**src/rtl/mdu_requester.sv**
```systemverilog
`default_nettype none
// ============================================================================
// Module   : mdu_requester
// Brief    : Execute-stage initiator for the MulDivUnit valid/ready interface;
//            owns HI/LO and stalls the pipeline while a MULT/DIV is in flight.
// Config   : MDU_TIMEOUT_EN enables the MAX_WAIT watchdog (sticky timeout_err).
// Revision : 1.0 - initial release
// ============================================================================
module mdu_requester #(
    parameter int MAX_WAIT = 64
) (
    input  logic        clock,
    input  logic        reset,
    input  logic        req_valid,
    input  logic [2:0]  req_op,
    input  logic        req_sign,
    input  logic [31:0] req_rs,
    input  logic [31:0] req_rt,
    output logic        req_ready,
    output logic        rd_valid,
    output logic [31:0] rd_data,
    output logic [31:0] hi,
    output logic [31:0] lo,
    output logic        busy,
    output logic        timeout_err,
    output logic [31:0] mdu_in_src0,
    output logic [31:0] mdu_in_src1,
    output logic [1:0]  mdu_in_op,
    output logic        mdu_in_sign,
    output logic        mdu_in_valid,
    input  logic        mdu_in_ready,
    input  logic        mdu_out_valid,
    output logic        mdu_out_ready,
    input  logic [31:0] mdu_out_res0,
    input  logic [31:0] mdu_out_res1
);

    localparam logic [2:0] c_op_none = 3'd0;
    localparam logic [2:0] c_op_mult = 3'd1;
    localparam logic [2:0] c_op_div  = 3'd2;
    localparam logic [2:0] c_op_mfhi = 3'd3;
    localparam logic [2:0] c_op_mflo = 3'd4;
    localparam logic [2:0] c_op_mthi = 3'd5;
    localparam logic [2:0] c_op_mtlo = 3'd6;
    localparam logic [2:0] c_op_rsvd = 3'd7;

    typedef enum logic [1:0] {
        IDLE  = 2'd0,
        ISSUE = 2'd1,
        WAIT  = 2'd2
    } state_t;

    state_t r_state;
    logic   w_op_none;
    logic   w_accept;
    logic   w_expired;

    assign w_op_none = (req_op == c_op_none) || (req_op == c_op_rsvd);
    assign w_accept  = req_valid && !w_op_none && (r_state == IDLE);
    assign req_ready = !req_valid || w_op_none || (r_state == IDLE);
    assign busy      = (r_state != IDLE);

`ifdef MDU_TIMEOUT_EN
    localparam int c_cnt_w = $clog2(MAX_WAIT + 1);

    logic [c_cnt_w-1:0] r_wait_cnt;
    logic               r_timeout_err;

    // A result arriving on the last allowed cycle still wins over the abort.
    assign w_expired = (r_state != IDLE) &&
                       (r_wait_cnt == c_cnt_w'(MAX_WAIT - 1)) &&
                       !((r_state == WAIT) && mdu_out_valid);
    assign timeout_err = r_timeout_err;

    always_ff @(posedge clock) begin
        if (reset) begin
            r_wait_cnt    <= '0;
            r_timeout_err <= 1'b0;
        end else begin
            if (w_accept)
                r_wait_cnt <= '0;
            else if (r_state != IDLE)
                r_wait_cnt <= r_wait_cnt + 1'b1;
            if (w_expired)
                r_timeout_err <= 1'b1;
        end
    end
`else
    logic w_unused_cfg;

    assign w_unused_cfg = (MAX_WAIT > 0);
    assign w_expired    = 1'b0;
    assign timeout_err  = 1'b0;
`endif

    always_ff @(posedge clock) begin
        if (reset) begin
            r_state       <= IDLE;
            hi            <= '0;
            lo            <= '0;
            rd_data       <= '0;
            rd_valid      <= 1'b0;
            mdu_in_src0   <= '0;
            mdu_in_src1   <= '0;
            mdu_in_op     <= 2'd0;
            mdu_in_sign   <= 1'b0;
            mdu_in_valid  <= 1'b0;
            mdu_out_ready <= 1'b0;
        end else begin
            rd_valid <= 1'b0;
            case (r_state)
                IDLE: begin
                    if (w_accept) begin
                        case (req_op)
                            c_op_mult, c_op_div: begin
                                mdu_in_src0  <= req_rs;
                                mdu_in_src1  <= req_rt;
                                mdu_in_sign  <= req_sign;
                                mdu_in_op    <= (req_op == c_op_mult) ? 2'd1 : 2'd2;
                                mdu_in_valid <= 1'b1;
                                r_state      <= ISSUE;
                            end
                            c_op_mfhi: begin
                                rd_data  <= hi;
                                rd_valid <= 1'b1;
                            end
                            c_op_mflo: begin
                                rd_data  <= lo;
                                rd_valid <= 1'b1;
                            end
                            c_op_mthi: hi <= req_rs;
                            c_op_mtlo: lo <= req_rs;
                            default: ;
                        endcase
                    end
                end
                ISSUE: begin
                    if (w_expired) begin
                        mdu_in_valid <= 1'b0;
                        mdu_in_op    <= 2'd0;
                        r_state      <= IDLE;
                    end else if (mdu_in_valid && mdu_in_ready) begin
                        mdu_in_valid  <= 1'b0;
                        mdu_in_op     <= 2'd0;
                        mdu_out_ready <= 1'b1;
                        r_state       <= WAIT;
                    end
                end
                WAIT: begin
                    if (mdu_out_valid) begin
                        hi            <= mdu_out_res1;
                        lo            <= mdu_out_res0;
                        mdu_out_ready <= 1'b0;
                        r_state       <= IDLE;
                    end else if (w_expired) begin
                        mdu_out_ready <= 1'b0;
                        r_state       <= IDLE;
                    end
                end
                default: r_state <= IDLE;
            endcase
        end
    end

endmodule
`default_nettype wire

```
**config.mk**
```make
export PLATFORM = sky130hd
export DESIGN_NAME = mdu_requester
export DESIGN_NICKNAME = d
export VERILOG_FILES = /design/src/rtl/mdu_requester.sv
export SDC_FILE = /design/constraint.sdc
export NUM_CORES = 1
export LEC_CHECK = 0
export BUFFER_PORTS_ARGS = -buffer_cell sky130_fd_sc_hd__clkbuf_2
export CAP_MARGIN = 20
export CORE_AREA = 2 2 169 171
export CTS_BUF_LIST = sky130_fd_sc_hd__clkbuf_4 sky130_fd_sc_hd__clkbuf_8
export DETAILED_ROUTE_END_ITERATION = 16
export DIE_AREA = 0 0 171 173
export SKIP_LAST_GASP = 1
export SYNTH_ARGS = -nofsm -noshare
export SYNTH_HDL_FRONTEND = slang
export SYNTH_SLANG_ARGS = --single-unit
```
**constraint.sdc**
```tcl
create_clock -name clock -period 1.95 [get_ports clock]
set_clock_uncertainty 0.05 [all_clocks]
set_input_delay 0.0975 -clock clock [delete_from_list [all_inputs] [get_ports clock]]
set_output_delay 0.0975 -clock clock [all_outputs]
set_load 0.05 [all_outputs]
```
# After elaboration in Yosys (flattened, before gate mapping)
# Index checks and enable logic that the tools add are counted.
[totals]
register_bits = 168
in_bits = 137
output_inout_bits = 169
elab_cells = 80
[op_classes]
n_eq_ne = 15
muxes = 27
n_bitwise = 2
n_reduce_logical = 25
[op_table]
columns = ["op", "count"]
rows = [
  ["32-bit 2-to-1 mux", 6],
  ["32-bit case mux with 2 select lines", 3],
  ["2-bit 2-to-1 mux", 8],
  ["4-bit AND reduction", 4],
  ["3-bit equality test, second input constant", 4],
  ["2-bit nonzero test", 5],
  ["3-bit AND reduction", 3],
  ["3-bit by 2-bit equality test with 1-bit output, second input constant", 2],
  ["1-bit 2-to-1 mux", 6],
  ["2-bit by 1-bit inequality test with 1-bit output, second input constant", 3],
  ["2-bit inequality test, second input constant", 3],
  ["2-bit case mux with 3 select lines", 1],
  ["1-bit case mux with 2 select lines", 2],
  ["2-bit case mux with 2 select lines", 1],
  ["2-bit OR reduction", 2],
  ["3-bit by 1-bit equality test with 1-bit output, second input constant", 1],
  ["1-bit logical AND", 3],
  ["3-bit logical NOT", 1],
  ["1-bit logical OR", 3],
  ["3-bit OR reduction", 1],
  ["2-bit by 1-bit equality test with 1-bit output, second input constant", 1],
  ["2-bit equality test, second input constant", 1],
  ["1-bit logical NOT", 2],
  ["2-bit logical NOT", 1],
  ["1-bit inverter", 2],
]

# Longest topological paths before layout
[logic_depth]
word_depth = 7
depth_mapped = 8
ltp_nobuf = 5

# Worst setup path before layout
# OpenSTA, ideal clock, no wires.
[synth_path]
path_kind = "flip-flop to flip-flop"
start = "register r_state[0]"
end = "register mdu_in_src0[0]"
setup_time_ps = 132
t_arrival_ps = 1571
required_ps = 1768
path_slack_ps = 197
stages_incl_launch_ff = 8
n_path_buf = 3
period_less_slack_ps = 1753
path_cell_list = "dfxtp_1 buf_2 or4b_4 nand2b_1 buf_2 buf_2 nand2_1 a21oi_1"
[synth_between]
elab_chain_cells = 3
[synth_rtl]
columns = ["item", "line", "text"]
rows = [
  ["start: declaration", "53", "state_t r_state;"],
  ["start signal: assignment", "98", "r_state <= IDLE;"],
  ["start signal: assignment", "121", "r_state <= ISSUE;"],
  ["start signal: assignment", "141", "r_state <= IDLE;"],
  ["2-bit logical NOT (*)", "59, 111", ""],
  ["1-bit logical AND", "59", "assign w_accept = req_valid && !w_op_none && (r_state == IDLE);"],
  ["3-bit AND reduction (no line) (*)", "--", ""],
  ["end signal: assignment", "116", "mdu_in_src0 <= req_rs;"],
  ["end: declaration", "26", "output logic [31:0] mdu_in_src0,"],
]
# Mark *: on every way between the ends. The rest lies on a longest branch, timed or not.
# A chain may end at the register's enable or synchronous reset.

# Final worst setup path
[layout_path]
start = "register r_state[1]"
end = "register mdu_in_src1[20]"
[layout_between]
elab_chain_cells = 3
[layout_rtl]
columns = ["item", "line", "text"]
rows = [
  ["2-bit logical NOT (*)", "59, 111", ""],
  ["1-bit logical AND", "59", ""],
  ["3-bit AND reduction (no line) (*)", "--", ""],
  ["end signal: assignment", "117", "mdu_in_src1 <= req_rt;"],
  ["end: declaration", "27", "output logic [31:0] mdu_in_src1,"],
]
# Marked as above.

==> impl_metrics.py <==
metrics = {
    "status": {
        "outcome": "complete, no violations",
    },
    "clock_network": {
        "insertion_delay_ns": 0.45,
        "path_clk_slew_ns": 0.09,
        "cts_root_buf": "clkbuf_8",
        "cts_tree": "done",
        "cts_buffer_depth": 2,
        "htreeDepth": 4,
        "numClockSinks": 168,
        "numCtsBuffers": 17,
    },
    "timing": {
        "max_freq_ghz": 0.5475,
        "rsz0062_at_grt": "false",
        "fin_crit_ns": 1.827,
        "timing.final.crit_share": 0.9367,
        "setup_viol": 0,
        "drv_slew": 0,
        "hold_viol": 0,
    },
    "floorplan": {
        "rows": 61,
        "die_w_um": 171,
        "die_area_mm2": 0.02958,
        "start_util": 0.2478,
        "fp.coreArea_mm2": 0.02763,
        "die_h_um": 173,
        "ios": 306,
    },
    "critical_path": {
        "critPathRequiredTime_ns": 2.28,
        "crit_path_top_delay_cell": "or4b_4",
        "crit_chain": "or4b_4 > nor2b_4 > buf_12 > nand2_1 > a21oi_1",
        "start_kind": "flop",
        "arrival_ns": 2.15,
        "worstSetupEndpointType": "flop",
        "criticalPathCategory": "reg2reg",
        "max_stage_delay_ns": 0.59,
        "worstPathMaxFanout": 51,
    },
    "routing": {
        "drc": 0,
        "wl_mm": 27.51,
        "antenna_left": 0,
        "via_count": 7434,
        "wire_per_inst_um": 17.61,
        "first_iter_violations": 551,
        "drtPass1Iterations": 8,
        "vias_per_cell": 4.759,
    },
    "synth": {
        "synth_largest_area_cell": "dfxtp_1",
        "synth_cell_type_count": 34,
        "syn_area_per_cell_um2": 8.722,
        "synthTopCellsByCount": "dfxtp_1, a21oi_1, nand2_1",
        "netlist_area_mm2": 0.006847,
        "synth.most_common_cell": "dfxtp_1",
        "syn-num-nets": 922,
        "synthFlopType": "dfxtp_1",
        "ys_ff_latch": 168,
        "synth_edf_count": 0,
        "yosys_warnings": 0,
        "syn-instance-count": 785,
        "synth_top_area_share": 0.4912,
        "async_flop_share": 0,
        "yosys-top-cells-area": "dfxtp_1, a211oi_1, a21oi_1",
        "synth-seq-area-share": 0.4912,
    },
    "placement": {
        "placed_cells": 1407,
        "port_buffers": 304,
        "placed_area_mm2": 0.008781,
        "gp_congestion": 0.8542,
        "dp_hpwl_mm": 18.44,
    },
    "finish": {
        "finalNonFillerCells": 1562,
        "drive_gt1_frac": 0.3167,
        "syn2layout_area_growth_pct": 52.47,
        "seqCellArea_mm2": 0.003364,
        "fin_area_mm2": 0.01044,
        "fill_cells": 2787,
        "multi_input_comb_area_mm2": 0.003133,
        "antenna_cells": 0,
        "nets": 1308,
    },
    "grt": {
        "grt_use_total": 0.1771,
        "grt_antenna_before_repair": 2,
        "overflow": 0,
        "grt_max_degree": 66,
        "grt_pass1_vias": 7135,
        "grt_pass1_wl_mm": 40.77,
    },
    "pwr": {
        "power_leakage_uw": 0.004349,
        "p_per_area_mw_per_mm2": 752.4,
        "peakVddDrop_mv": 0.3566,
    },
    "min_path": {
        "min_path_type": "in2reg",
    },
    "flow_run": {
        "maxCapViolCount": 0,
    },
}
## area by class of cell
cell class,instances,share of cell area
clock buffers,19,0.02445
clock inverters,13,0.01366
inverters,5,0.001798
multi-input cells,529,0.3001
flip-flops and latches,168,0.3223
well taps,378,0.04531
repair buffers,450,0.2923
## final timing paths
check / from / to / slack, ns / cells after the start
worst max-delay path: r_state[1] / mdu_in_src1[20] / 0.12 / 5
worst min-delay path: mdu_out_res1[17] / hi[17] / 0.03 / 3
worst max register to register: r_state[1] / mdu_in_src1[20] / 0.12 / 5
worst min register to register: mdu_in_src0[13] / mdu_in_src0[13] / 0.41 / 2
## what timing repair did
item	CTS	global route
endpoints found under the hold margin	122	0
setup buffers	0	2
hold buffers	120	0
pin swaps	0	2
endpoints found under the setup margin	32	41
resized for setup	1	10
gates cloned	0	1
## sequential cells by signal, summed over array words and instances, names as in the netlist
register / count
mdu_in_src1: 32
mdu_in_valid: 1
rd_data: 32
mdu_out_ready: 1
mdu_in_sign: 1
mdu_in_src0: 32
mdu_in_op: 2
lo: 32
r_state: 2
rd_valid: 1
hi: 32
## cell families (layout without fill, tap and decap cells)
kind of cell | count (synthesis) | after routing | share of synthesized area
compound gates | 302 | 302 | 0.2838
xor+xnor | 1 | 1 | 0.001279
buf+inv | 89 | 487 | 0.06049
flops | 168 | 168 | 0.4912
mux | 32 | 32 | 0.04678
other cells | 1 | 1 | 0.0005477
simple gates | 192 | 193 | 0.1159
## layer usage
| layer | vias up | wire (um) | GRT usage |
|---|---|---|---|
| met4 | 4 | 636 | 0.05791 |
| li1 | 3610 | - | - |
| met5 | - | 30 | 0 |
| met1 | 3436 | 11960 | 0.2260 |
| met2 | 326 | 12750 | 0.2819 |
| met3 | 58 | 2142 | 0.05653 |
## metrics by stage
step           setup WS (ns)  hold WS (ns)  setup TNS (ns)    util  total power (uW)
3_3_place_gp        -0.03280        0.2696         -0.7047  0.3178              5133
4_1_cts             0.005965      0.001882               0  0.3757              7915
3_5_place_dp        -0.09197        0.2753          -2.596  0.3178              5143
6_report              0.1235       0.02923               0  0.3778              7854
5_1_grt              0.01762      0.002016               0  0.3778              8206
2_1_floorplan         0.1969        0.1835               0       -              4655
## where the power goes
| part | leakage [uW] | internal (uW) | switching [uW] |
|---|---|---|---|
| Combinational | 0.00279 | 568 | 1060 |
| Clock | 0.000189 | 1200 | 1370 |
| Sequential | 0.00137 | 3570 | 92.9 |
| Total | 0.00435 | 5330 | 2520 |
## worst max-delay path: cells and delay by family, from the launching register on
kind,cells,cell delay [ns]
buf+inv,1,0.24
flops,1,0.39
compound gates,1,0.14
simple gates,3,0.89
## cell usage in the layout, fill, tap and decap left out, types with 13 or more instances in the layout
cell,n
a211oi_1,96
a21oi_1,135
a22oi_1,64
buf_4,13
clkbuf_2,303
clkbuf_8,18
dfxtp_1,167
dlygate4sd3_1,120
mux2i_1,32
nand2_1,132
nor2_1,39
No activity file was read; power rests on OpenSTA's default activity.
